==> src/rtl/d_muldiv_unit.sv <==
// Iterative RV32M multiply/divide unit: radix-2 shift-add multiply and restoring divide
// on operand magnitudes, sign fix-up afterwards, one-cycle register-file write strobe.
module d_muldiv_unit #(
  parameter int unsigned XLEN = 32
) (
  input  logic            clk,
  input  logic            rst_n,
  input  logic            start,
  input  logic            flush,
  input  logic [2:0]      funct3,
  input  logic [XLEN-1:0] opa,
  input  logic [XLEN-1:0] opb,
  input  logic [4:0]      rd,
  output logic            busy,
  output logic            done,
  output logic [XLEN-1:0] busw,
  output logic [4:0]      rw,
  output logic            we
);

  localparam int unsigned CW = $clog2(XLEN);
  localparam logic [XLEN-1:0] SMIN = {1'b1, {(XLEN-1){1'b0}}};

  typedef enum logic [1:0] {IDLE, CALC, FIX, DONE} state_t;

  state_t              state_q, state_d;
  logic [CW-1:0]       cnt_q;
  logic [2:0]          op_q;
  logic [XLEN-1:0]     a_q, b_q, res_q;
  logic [2*XLEN-1:0]   prod_q;
  logic                neg_res_q, neg_rem_q;

  logic                a_signed, b_signed, div0, ovf, special, accept;
  logic [XLEN-1:0]     a_mag, b_mag, spec_res;
  logic [XLEN:0]       mul_sum, rem_sh, diff;
  logic [2*XLEN-1:0]   prod_fix;
  logic [XLEN-1:0]     quot_fix, rem_fix;

  assign busy = (state_q != IDLE);

  always_comb begin
    a_signed = (funct3 == 3'd1) || (funct3 == 3'd2) || (funct3 == 3'd4) || (funct3 == 3'd6);
    b_signed = (funct3 == 3'd1) || (funct3 == 3'd4) || (funct3 == 3'd6);
    a_mag    = (a_signed && opa[XLEN-1]) ? -opa : opa;
    b_mag    = (b_signed && opb[XLEN-1]) ? -opb : opb;
    div0     = funct3[2] && (opb == '0);
    ovf      = funct3[2] && !funct3[0] && (opa == SMIN) && (opb == '1);
    special  = div0 || ovf;
    accept   = (state_q == IDLE) && start && !flush;
    if (div0) spec_res = funct3[1] ? opa : '1;
    else      spec_res = funct3[1] ? '0 : SMIN;
  end

  // Multiply: add multiplicand into the upper half when multiplier LSB is set, then shift right.
  // Divide: {rem,quot} share prod_q; shift left, trial-subtract, keep on non-negative result.
  always_comb begin
    mul_sum  = {1'b0, prod_q[2*XLEN-1:XLEN]} + (prod_q[0] ? {1'b0, a_q} : '0);
    rem_sh   = prod_q[2*XLEN-1:XLEN-1];
    diff     = rem_sh - {1'b0, b_q};
    prod_fix = neg_res_q ? -prod_q : prod_q;
    quot_fix = neg_res_q ? -prod_q[XLEN-1:0] : prod_q[XLEN-1:0];
    rem_fix  = neg_rem_q ? -prod_q[2*XLEN-1:XLEN] : prod_q[2*XLEN-1:XLEN];
  end

  always_comb begin
    state_d = state_q;
    unique case (state_q)
      IDLE: if (accept) state_d = special ? DONE : CALC;
      CALC: begin
        if (flush)                          state_d = IDLE;
        else if (cnt_q == CW'(XLEN - 1))    state_d = FIX;
      end
      FIX:  state_d = flush ? IDLE : DONE;
      DONE: state_d = IDLE;
      default: state_d = IDLE;
    endcase
  end

  always_ff @(posedge clk or negedge rst_n) begin
    if (!rst_n) state_q <= IDLE;
    else        state_q <= state_d;
  end

  always_ff @(posedge clk or negedge rst_n) begin
    if (!rst_n) begin
      cnt_q     <= '0;
      op_q      <= '0;
      a_q       <= '0;
      b_q       <= '0;
      res_q     <= '0;
      prod_q    <= '0;
      neg_res_q <= 1'b0;
      neg_rem_q <= 1'b0;
      busw      <= '0;
      rw        <= '0;
      done      <= 1'b0;
      we        <= 1'b0;
    end else begin
      done <= (state_q == DONE);
      we   <= (state_q == DONE) && (rw != '0);
      if (state_q == DONE) busw <= res_q;
      unique case (state_q)
        IDLE: if (accept) begin
          op_q      <= funct3;
          a_q       <= a_mag;
          b_q       <= b_mag;
          rw        <= rd;
          cnt_q     <= '0;
          neg_res_q <= (a_signed && opa[XLEN-1]) ^ (b_signed && opb[XLEN-1]);
          neg_rem_q <= a_signed && opa[XLEN-1];
          prod_q    <= funct3[2] ? {{XLEN{1'b0}}, a_mag} : {{XLEN{1'b0}}, b_mag};
          res_q     <= spec_res;
        end
        CALC: begin
          cnt_q <= cnt_q + 1'b1;
          if (!op_q[2])     prod_q <= {mul_sum, prod_q[XLEN-1:1]};
          else if (!diff[XLEN]) prod_q <= {diff[XLEN-1:0], prod_q[XLEN-2:0], 1'b1};
          else              prod_q <= {rem_sh[XLEN-1:0], prod_q[XLEN-2:0], 1'b0};
        end
        FIX: begin
          if (!op_q[2])      res_q <= (op_q[1:0] == 2'd0) ? prod_fix[XLEN-1:0] : prod_fix[2*XLEN-1:XLEN];
          else if (op_q[1])  res_q <= rem_fix;
          else               res_q <= quot_fix;
        end
        default: ;
      endcase
    end
  end

endmodule

==> config.mk <==
export PLATFORM = sky130hd
export DESIGN_NAME = d_muldiv_unit
export DESIGN_NICKNAME = d
export VERILOG_FILES = /design/src/rtl/d_muldiv_unit.sv
export SDC_FILE = /design/constraint.sdc
export NUM_CORES = 1
export LEC_CHECK = 0
export CORE_ASPECT_RATIO = 0.7
export CORE_MARGIN = 8
export CORE_UTILIZATION = 45
export DETAILED_ROUTE_END_ITERATION = 16
export GPL_ROUTABILITY_DRIVEN = 0
export GPL_TIMING_DRIVEN = 0
export REMOVE_ABC_BUFFERS = 1
export SLEW_MARGIN = 10
export SYNTH_ARGS = -nofsm -noshare
export SYNTH_HDL_FRONTEND = slang
export SYNTH_SLANG_ARGS = --single-unit
==> constraint.sdc <==
create_clock -name clk -period 4.6 [get_ports clk]
set_clock_uncertainty 0.2 [all_clocks]
set_input_delay 0.92 -clock clk [delete_from_list [all_inputs] [get_ports clk]]
set_output_delay 0.92 -clock clk [all_outputs]
set_load 0.01 [all_outputs]
==> impl_metrics.env, run 1 <==
export IMPL_crit_arrival_ns=4.62
export IMPL_criticalPathCategory="reg2reg"
export IMPL_drt_wl_total_um=61100
export IMPL_finalSetupViolCount=0
export IMPL_h_tree_depth=1
export IMPL_initial_utilization=0.452
export IMPL_layout_common_cells="253 x nand2_1, 207 x dfrtp_1, 195 x o21ai_0, 151 x a21oi_1"
export IMPL_rows=60
export IMPL_drv_cap=0
export IMPL_netlist_instances=2115
export IMPL_grt_first_pass_wirelength_um=94300
export IMPL_synth_edf_count=0
export IMPL_worst_r2r_path_depth=13
export IMPL_diodes=0
export IMPL_drcViolationCount=0
export IMPL_clk_latency_ns=0.58
export IMPL_vdd_ir_drop_max_mv=0.291
export IMPL_timing_fmax_mhz=228
export IMPL_grtUsageMet1=0.392
export IMPL_synth_avg_cell_area_um2=8.14
export IMPL_total_power_uw=10900
export IMPL_dr_pass1_iters=8
export IMPL_clk_path_buf_depth=3
export IMPL_status="finished clean"
export IMPL_placed_cell_area_mm2=0.0188
export IMPL_num_vias=16700
export IMPL_yosysWarningCount=0
export IMPL_grt_max_degree=85
export IMPL_fp_dieW_um=250
export IMPL_worstMarginPinSlew_ns=1.24
export IMPL_synth_distinct_cells=87
export IMPL_clkTransAtPathRegs_ns=0.06
export IMPL_post_drt_wl_per_cell_um=23.1
export IMPL_cts_root_buf="clkbuf_16"
export IMPL_area_delta_synth_final_pct=15.0
export IMPL_synthArstFlopShare=1.00
export IMPL_grt_use_total=0.262
export IMPL_grt_antenna_before_repair=0
export IMPL_final_nets=2281
export IMPL_layout_commonest_cell="nand2_1"
export IMPL_clock_sinks=211
export IMPL_dieArea_mm2=0.0449
export IMPL_dr_first_iter_drc_count=1784
export IMPL_core_mm2=0.0381
export IMPL_hp_class="in2async"
export IMPL_synth_area_mm2=0.0172
export IMPL_powerDensity_mw_per_mm2=549
export IMPL_slew_viol_final=0
export IMPL_required_ns=4.83
export IMPL_crit_fanout=10
export IMPL_portBuffers=115
export IMPL_maxSlewHeadroom=0.170
export IMPL_post_drt_via_cell_ratio=6.30
export IMPL_io_pins=116
export IMPL_ys_seq_area_frac=0.307
export IMPL_report_final_hold_viol_count=0
export IMPL_power_leakage_uw=0.00841
export IMPL_grt_pass1_vias=15600
export IMPL_rsz0062_at_grt="false"
export IMPL_grt_overflow=0
export IMPL_hpwlAfterDp_um=46700
export IMPL_use_met3=0.0555
export IMPL_reg2reg_setup_slack_ns=0.21
export IMPL_cp_end_kind="flop"
export IMPL_min_period_ns=4.39
export IMPL_ant_nets=0
export IMPL_ys_seq_elements=211
export IMPL_crit_path_start_kind="flop"
export IMPL_min_period_over_period=0.954
export IMPL_synthFlopType="dfrtp_1"
export IMPL_postCtsHoldBufs=0
export IMPL_busiest_layer="met1"
export IMPL_use_met2=0.374
export IMPL_stdcell_area_mm2=0.0198
export IMPL_cts_inserted_buffers=24
export IMPL_cts_tree="built"
export IMPL_drive_above_1_share=0.0740
export IMPL_die_h_um=180
==> timing repair <==
item / in CTS / in global routing
gates resized for setup: 10 / 6
setup endpoints to repair: 52 / 45
setup buffers: 2 / 3
gates cloned: 1 / 0
pin swaps: 1 / 3
==> critical path, stage by stage (launching register included) <==
cell and delay (ns):
dfrtp_2 0.56, inv_1 0.23, ha_1 0.27, fa_1 0.40
nor2b_1 0.25, o31ai_2 0.13, a211oi_2 0.36, o21ai_1 0.26
a211oi_2 0.34, o21a_1 0.27, o21ai_1 0.27, nand2_4 0.27
o21ai_0 0.11, a221o_1 0.33
==> Yosys cell counts (16+ instances only) <==
master    count  share of area
o211ai_1     25          0.011
clkbuf_1    131          0.029
nor2_1      118          0.026
a21oi_1     151          0.044
a22oi_1      32          0.014
nor4_1       16         0.0058
nand4_1      26         0.0094
mux2_2       32          0.021
nand2_1     255          0.056
nor3_1       28         0.0081
o21ai_0     196          0.057
a21o_1       43          0.019
o21ai_1      19         0.0055
nand2b_1     27         0.0098
a31oi_1      23         0.0084
inv_1        69          0.015
dfrtp_1     211           0.31
mux2i_1      58          0.034
nand3_1      37          0.011
a211oi_1     62          0.027
xnor2_1     108          0.055
xor2_1       92          0.047
and2_1       38          0.014
o31ai_1      27          0.012
ha_1         71          0.052
==> path summary, 6_finish.rpt <==
| path | start | end |
|---|---|---|
| max reg2reg | prod_q[31]$_DFFE_PN0P_ | prod_q[32]$_DFFE_PN0P_ |
| max in group asynchronous | rst_n | prod_q[0]$_DFFE_PN0P_ |
| max | prod_q[31]$_DFFE_PN0P_ | prod_q[32]$_DFFE_PN0P_ |
| min | rst_n | b_q[11]$_DFFE_PN0P_ |
| min reg2reg | a_q[18]$_DFFE_PN0P_ | a_q[18]$_DFFE_PN0P_ |
| min in group clk | a_q[18]$_DFFE_PN0P_ | a_q[18]$_DFFE_PN0P_ |
==> report_power, final <==
part           total [uW]  internal [uW]  switching, uW
clock network        2140           1250            888
registers            3040           2210            829
logic                5690           2400           3300
total               10900           5860           5010
==> final cells by class <==
type	instances	area [um^2]
Fill cell	3642	18300
Multi-Input combinational cell	1684	11200
Sequential cell	211	5290
Timing Repair Buffer	142	1610
Clock buffer	31	667
Tap cell	496	621
Inverter	69	259
Clock inverter	11	175
==> kinds of logic (layout without fill, tap and decap cells) <==
logic type | count (synthesis) | after routing | synth area share
compound gates | 673 | 673 | 0.245
simple gates | 647 | 648 | 0.188
buf+inv | 221 | 253 | 0.0504
flops | 211 | 211 | 0.307
xor+xnor | 200 | 200 | 0.102
mux | 90 | 90 | 0.0546
fa+ha+maj | 73 | 73 | 0.0539
==> sequential cells by signal, indices dropped and copies added (netlist names) <==
register / flops
a_q: 32
we: 1
b_q: 32
neg_res_q: 1
res_q: 32
neg_rem_q: 1
state_q: 2
rw: 5
done: 1
prod_q: 64
busw: 32
cnt_q: 5
op_q: 3
==> routing by layer <==
metal  share of wire  routed length [um]
met1            0.46               28300
met3           0.095                5820
met2            0.41               25000
met4           0.033                2010
met5               0                   0
==> per-stage QoR <==
stage	TNS, ns	hold slack [ns]	setup slack (ns)	std cells	utilization
floorplan	-197.98	0.242	-3.12	1963	-
global placement	-2345.95	0.259	-11.36	2574	0.483
detailed placement	-36.88	0.265	-1.41	2596	0.494
CTS	0	0.105	0.0237	2641	0.518
global route	0	0.132	0.0517	2644	0.520
finish	0	0.101	0.209	2644	0.520
No activity file was read; power rests on OpenSTA's default activity.
==> run 2, diff against run 1 <==
Settings changed: SLEW_MARGIN 10 to unset.
==> impl_metrics.env, run 2 (same netlist as run 1, synthesis figures left out) <==
export IMPL_status="finished clean"
export IMPL_worstMarginPinSlew_ns=1.21
export IMPL_grt_first_pass_wirelength_um=93500
export IMPL_cts_tree="built"
export IMPL_powerDensity_mw_per_mm2=542
export IMPL_drcViolationCount=0
export IMPL_report_final_hold_viol_count=0
export IMPL_met3_length_um=5720
export IMPL_cts_root_buf="clkbuf_16"
export IMPL_clock_sinks=211
export IMPL_met1Wirelength_um=28300
export IMPL_stdcell_area_mm2=0.0196
export IMPL_fp_dieW_um=250
export IMPL_post_drt_via_cell_ratio=6.28
export IMPL_initial_utilization=0.452
export IMPL_cpMaxStageDelayCell="dfrtp_2"
export IMPL_min_period_ns=4.37
export IMPL_largest_register="prod_q"
export IMPL_hp_class="in2async"
export IMPL_p_comb_frac=0.533
export IMPL_top_layer_used="met5"
export IMPL_cp_end_kind="flop"
export IMPL_clk_latency_ns=0.55
export IMPL_fin_cells=2635
export IMPL_dr_first_iter_drc_count=1847
export IMPL_layout_commonest_cell="nand2_1"
export IMPL_maxSlewHeadroom=0.190
export IMPL_crit_arrival_ns=4.57
export IMPL_finalSetupViolCount=0
export IMPL_power_switching_uw=4970
export IMPL_crit_chain="inv_1 > ha_1 > fa_1 > nor2b_1 > o31ai_2 > a211oi_2 > o21ai_1 > a211oi_2 > o21a_1 > nor3_4 > nor2_4 > mux2i_1 > o21ai_0"
export IMPL_drt_wl_total_um=61100
export IMPL_postCtsHoldBufs=0
export IMPL_drv_cap=0
export IMPL_worst_slack_ns=0.230
export IMPL_layout_common_cells="253 x nand2_1, 207 x dfrtp_1, 195 x o21ai_0, 151 x a21oi_1"
export IMPL_grt_use_total=0.260
export IMPL_sequentialPowerShare=0.288
export IMPL_h_tree_depth=1
export IMPL_grt_antenna_before_repair=0
export IMPL_grt_max_degree=85
export IMPL_worst_r2r_path_depth=13
export IMPL_min_period_over_period=0.950
export IMPL_crit_path_start_kind="flop"
export IMPL_grt_overflow=0
export IMPL_final_nets=2273
export IMPL_dr_wl_met2_um=25400
export IMPL_r2r_start="prod_q[31]$_DFFE_PN0P_"
export IMPL_num_vias=16500
export IMPL_area_delta_synth_final_pct=13.6
export IMPL_placed_cells=2589
export IMPL_worst_path_stages=13
export IMPL_vdd_ir_drop_max_mv=0.239
export IMPL_critPathTopFamily="compound AO/OA/AOI/OAI gates"
export IMPL_placed_cell_area_mm2=0.0187
export IMPL_clkPwrFrac=0.180
export IMPL_timing_fmax_mhz=229
export IMPL_power_leakage_uw=0.00829
export IMPL_crit_fanout=12
export IMPL_dr_pass1_iters=6
export IMPL_core_mm2=0.0381
export IMPL_setup_worst_path_start="prod_q[31]$_DFFE_PN0P_"
export IMPL_largest_reg_flops=64
export IMPL_die_h_um=180
export IMPL_ant_nets=0
export IMPL_place_ws_ns=-1.41
export IMPL_clkTransAtPathRegs_ns=0.07
export IMPL_clk_path_buf_depth=3
export IMPL_crit_path_frequent_cell="a211oi_2"
export IMPL_post_drt_wl_per_cell_um=23.2
export IMPL_criticalPathCategory="reg2reg"
export IMPL_dieArea_mm2=0.0449
export IMPL_rsz0062_at_grt="false"
export IMPL_total_power_uw=10600
export IMPL_path_buf_inv=1
export IMPL_drive_above_1_share=0.0701
export IMPL_slew_viol_final=0
export IMPL_internal_power_uw=5630
export IMPL_switching_share=0.469
export IMPL_diodes=0
export IMPL_rows=60
export IMPL_timing_setup_tns_ns=0
export IMPL_critPathMaxStageDelay_ns=0.55
export IMPL_io_pins=116
export IMPL_cts_inserted_buffers=23
export IMPL_portBuffers=115
export IMPL_required_ns=4.80
export IMPL_grt_pass1_vias=15400
export IMPL_hpwlAfterDp_um=46300
-- run 2: final timing paths --
| path | end | slack (ns) |
|---|---|---|
| worst max-delay path | prod_q[44]$_DFFE_PN0P_ | 0.23 |
| worst min-delay path | b_q[10]$_DFFE_PN0P_ | 0.10 |
| worst max register to register | prod_q[44]$_DFFE_PN0P_ | 0.23 |
| worst min register to register | a_q[30]$_DFFE_PN0P_ | 0.27 |
| max in group asynchronous | state_q[0]$_DFFE_PN0P_ | 2.91 |
| min in group clk | a_q[30]$_DFFE_PN0P_ | 0.27 |
-- run 2: metrics by stage --
step | hold WS [ns] | utilization
finish | 0.104 | 0.514
floorplan | 0.242 | -
global route | 0.141 | 0.514
global placement | 0.259 | 0.483
CTS | 0.123 | 0.512
detailed placement | 0.265 | 0.491
-- run 2: repair_timing --
action,4_1_cts,5_1_grt
hold endpoints to repair,0,0
setup buffers,2,3
pin swaps,1,3
setup endpoints to repair,53,38
cloned,1,0
resized for setup,11,5
-- run 2: per-layer routing --
metal / vias up / track usage
met2: 753 / 0.376
met3: 97 / 0.0579
met1: 8061 / 0.386
met5: - / 0.00988
met4: 2 / 0.0657
li1: 7629 / -
-- run 2: power by group through the flow --
stage,registers [uW],clock network [uW],logic (uW)
finish,3050,1910,5640
global route,3090,2020,6180
CTS,3010,1950,5510
detailed placement,3030,0,5350
global placement,3080,0,5210
floorplan,2750,0,4000
-- run 2: area by class of cell --
| cell class | count | area, um^2 |
|---|---|---|
| clock buffers | 28 | 614 |
| clock inverters | 12 | 128 |
| fillers | 3657 | 18500 |
| inverters | 69 | 259 |
| multi-input cells | 1684 | 11200 |
| flip-flops and latches | 211 | 5290 |
| well taps | 496 | 621 |
| repair buffers | 135 | 1480 |
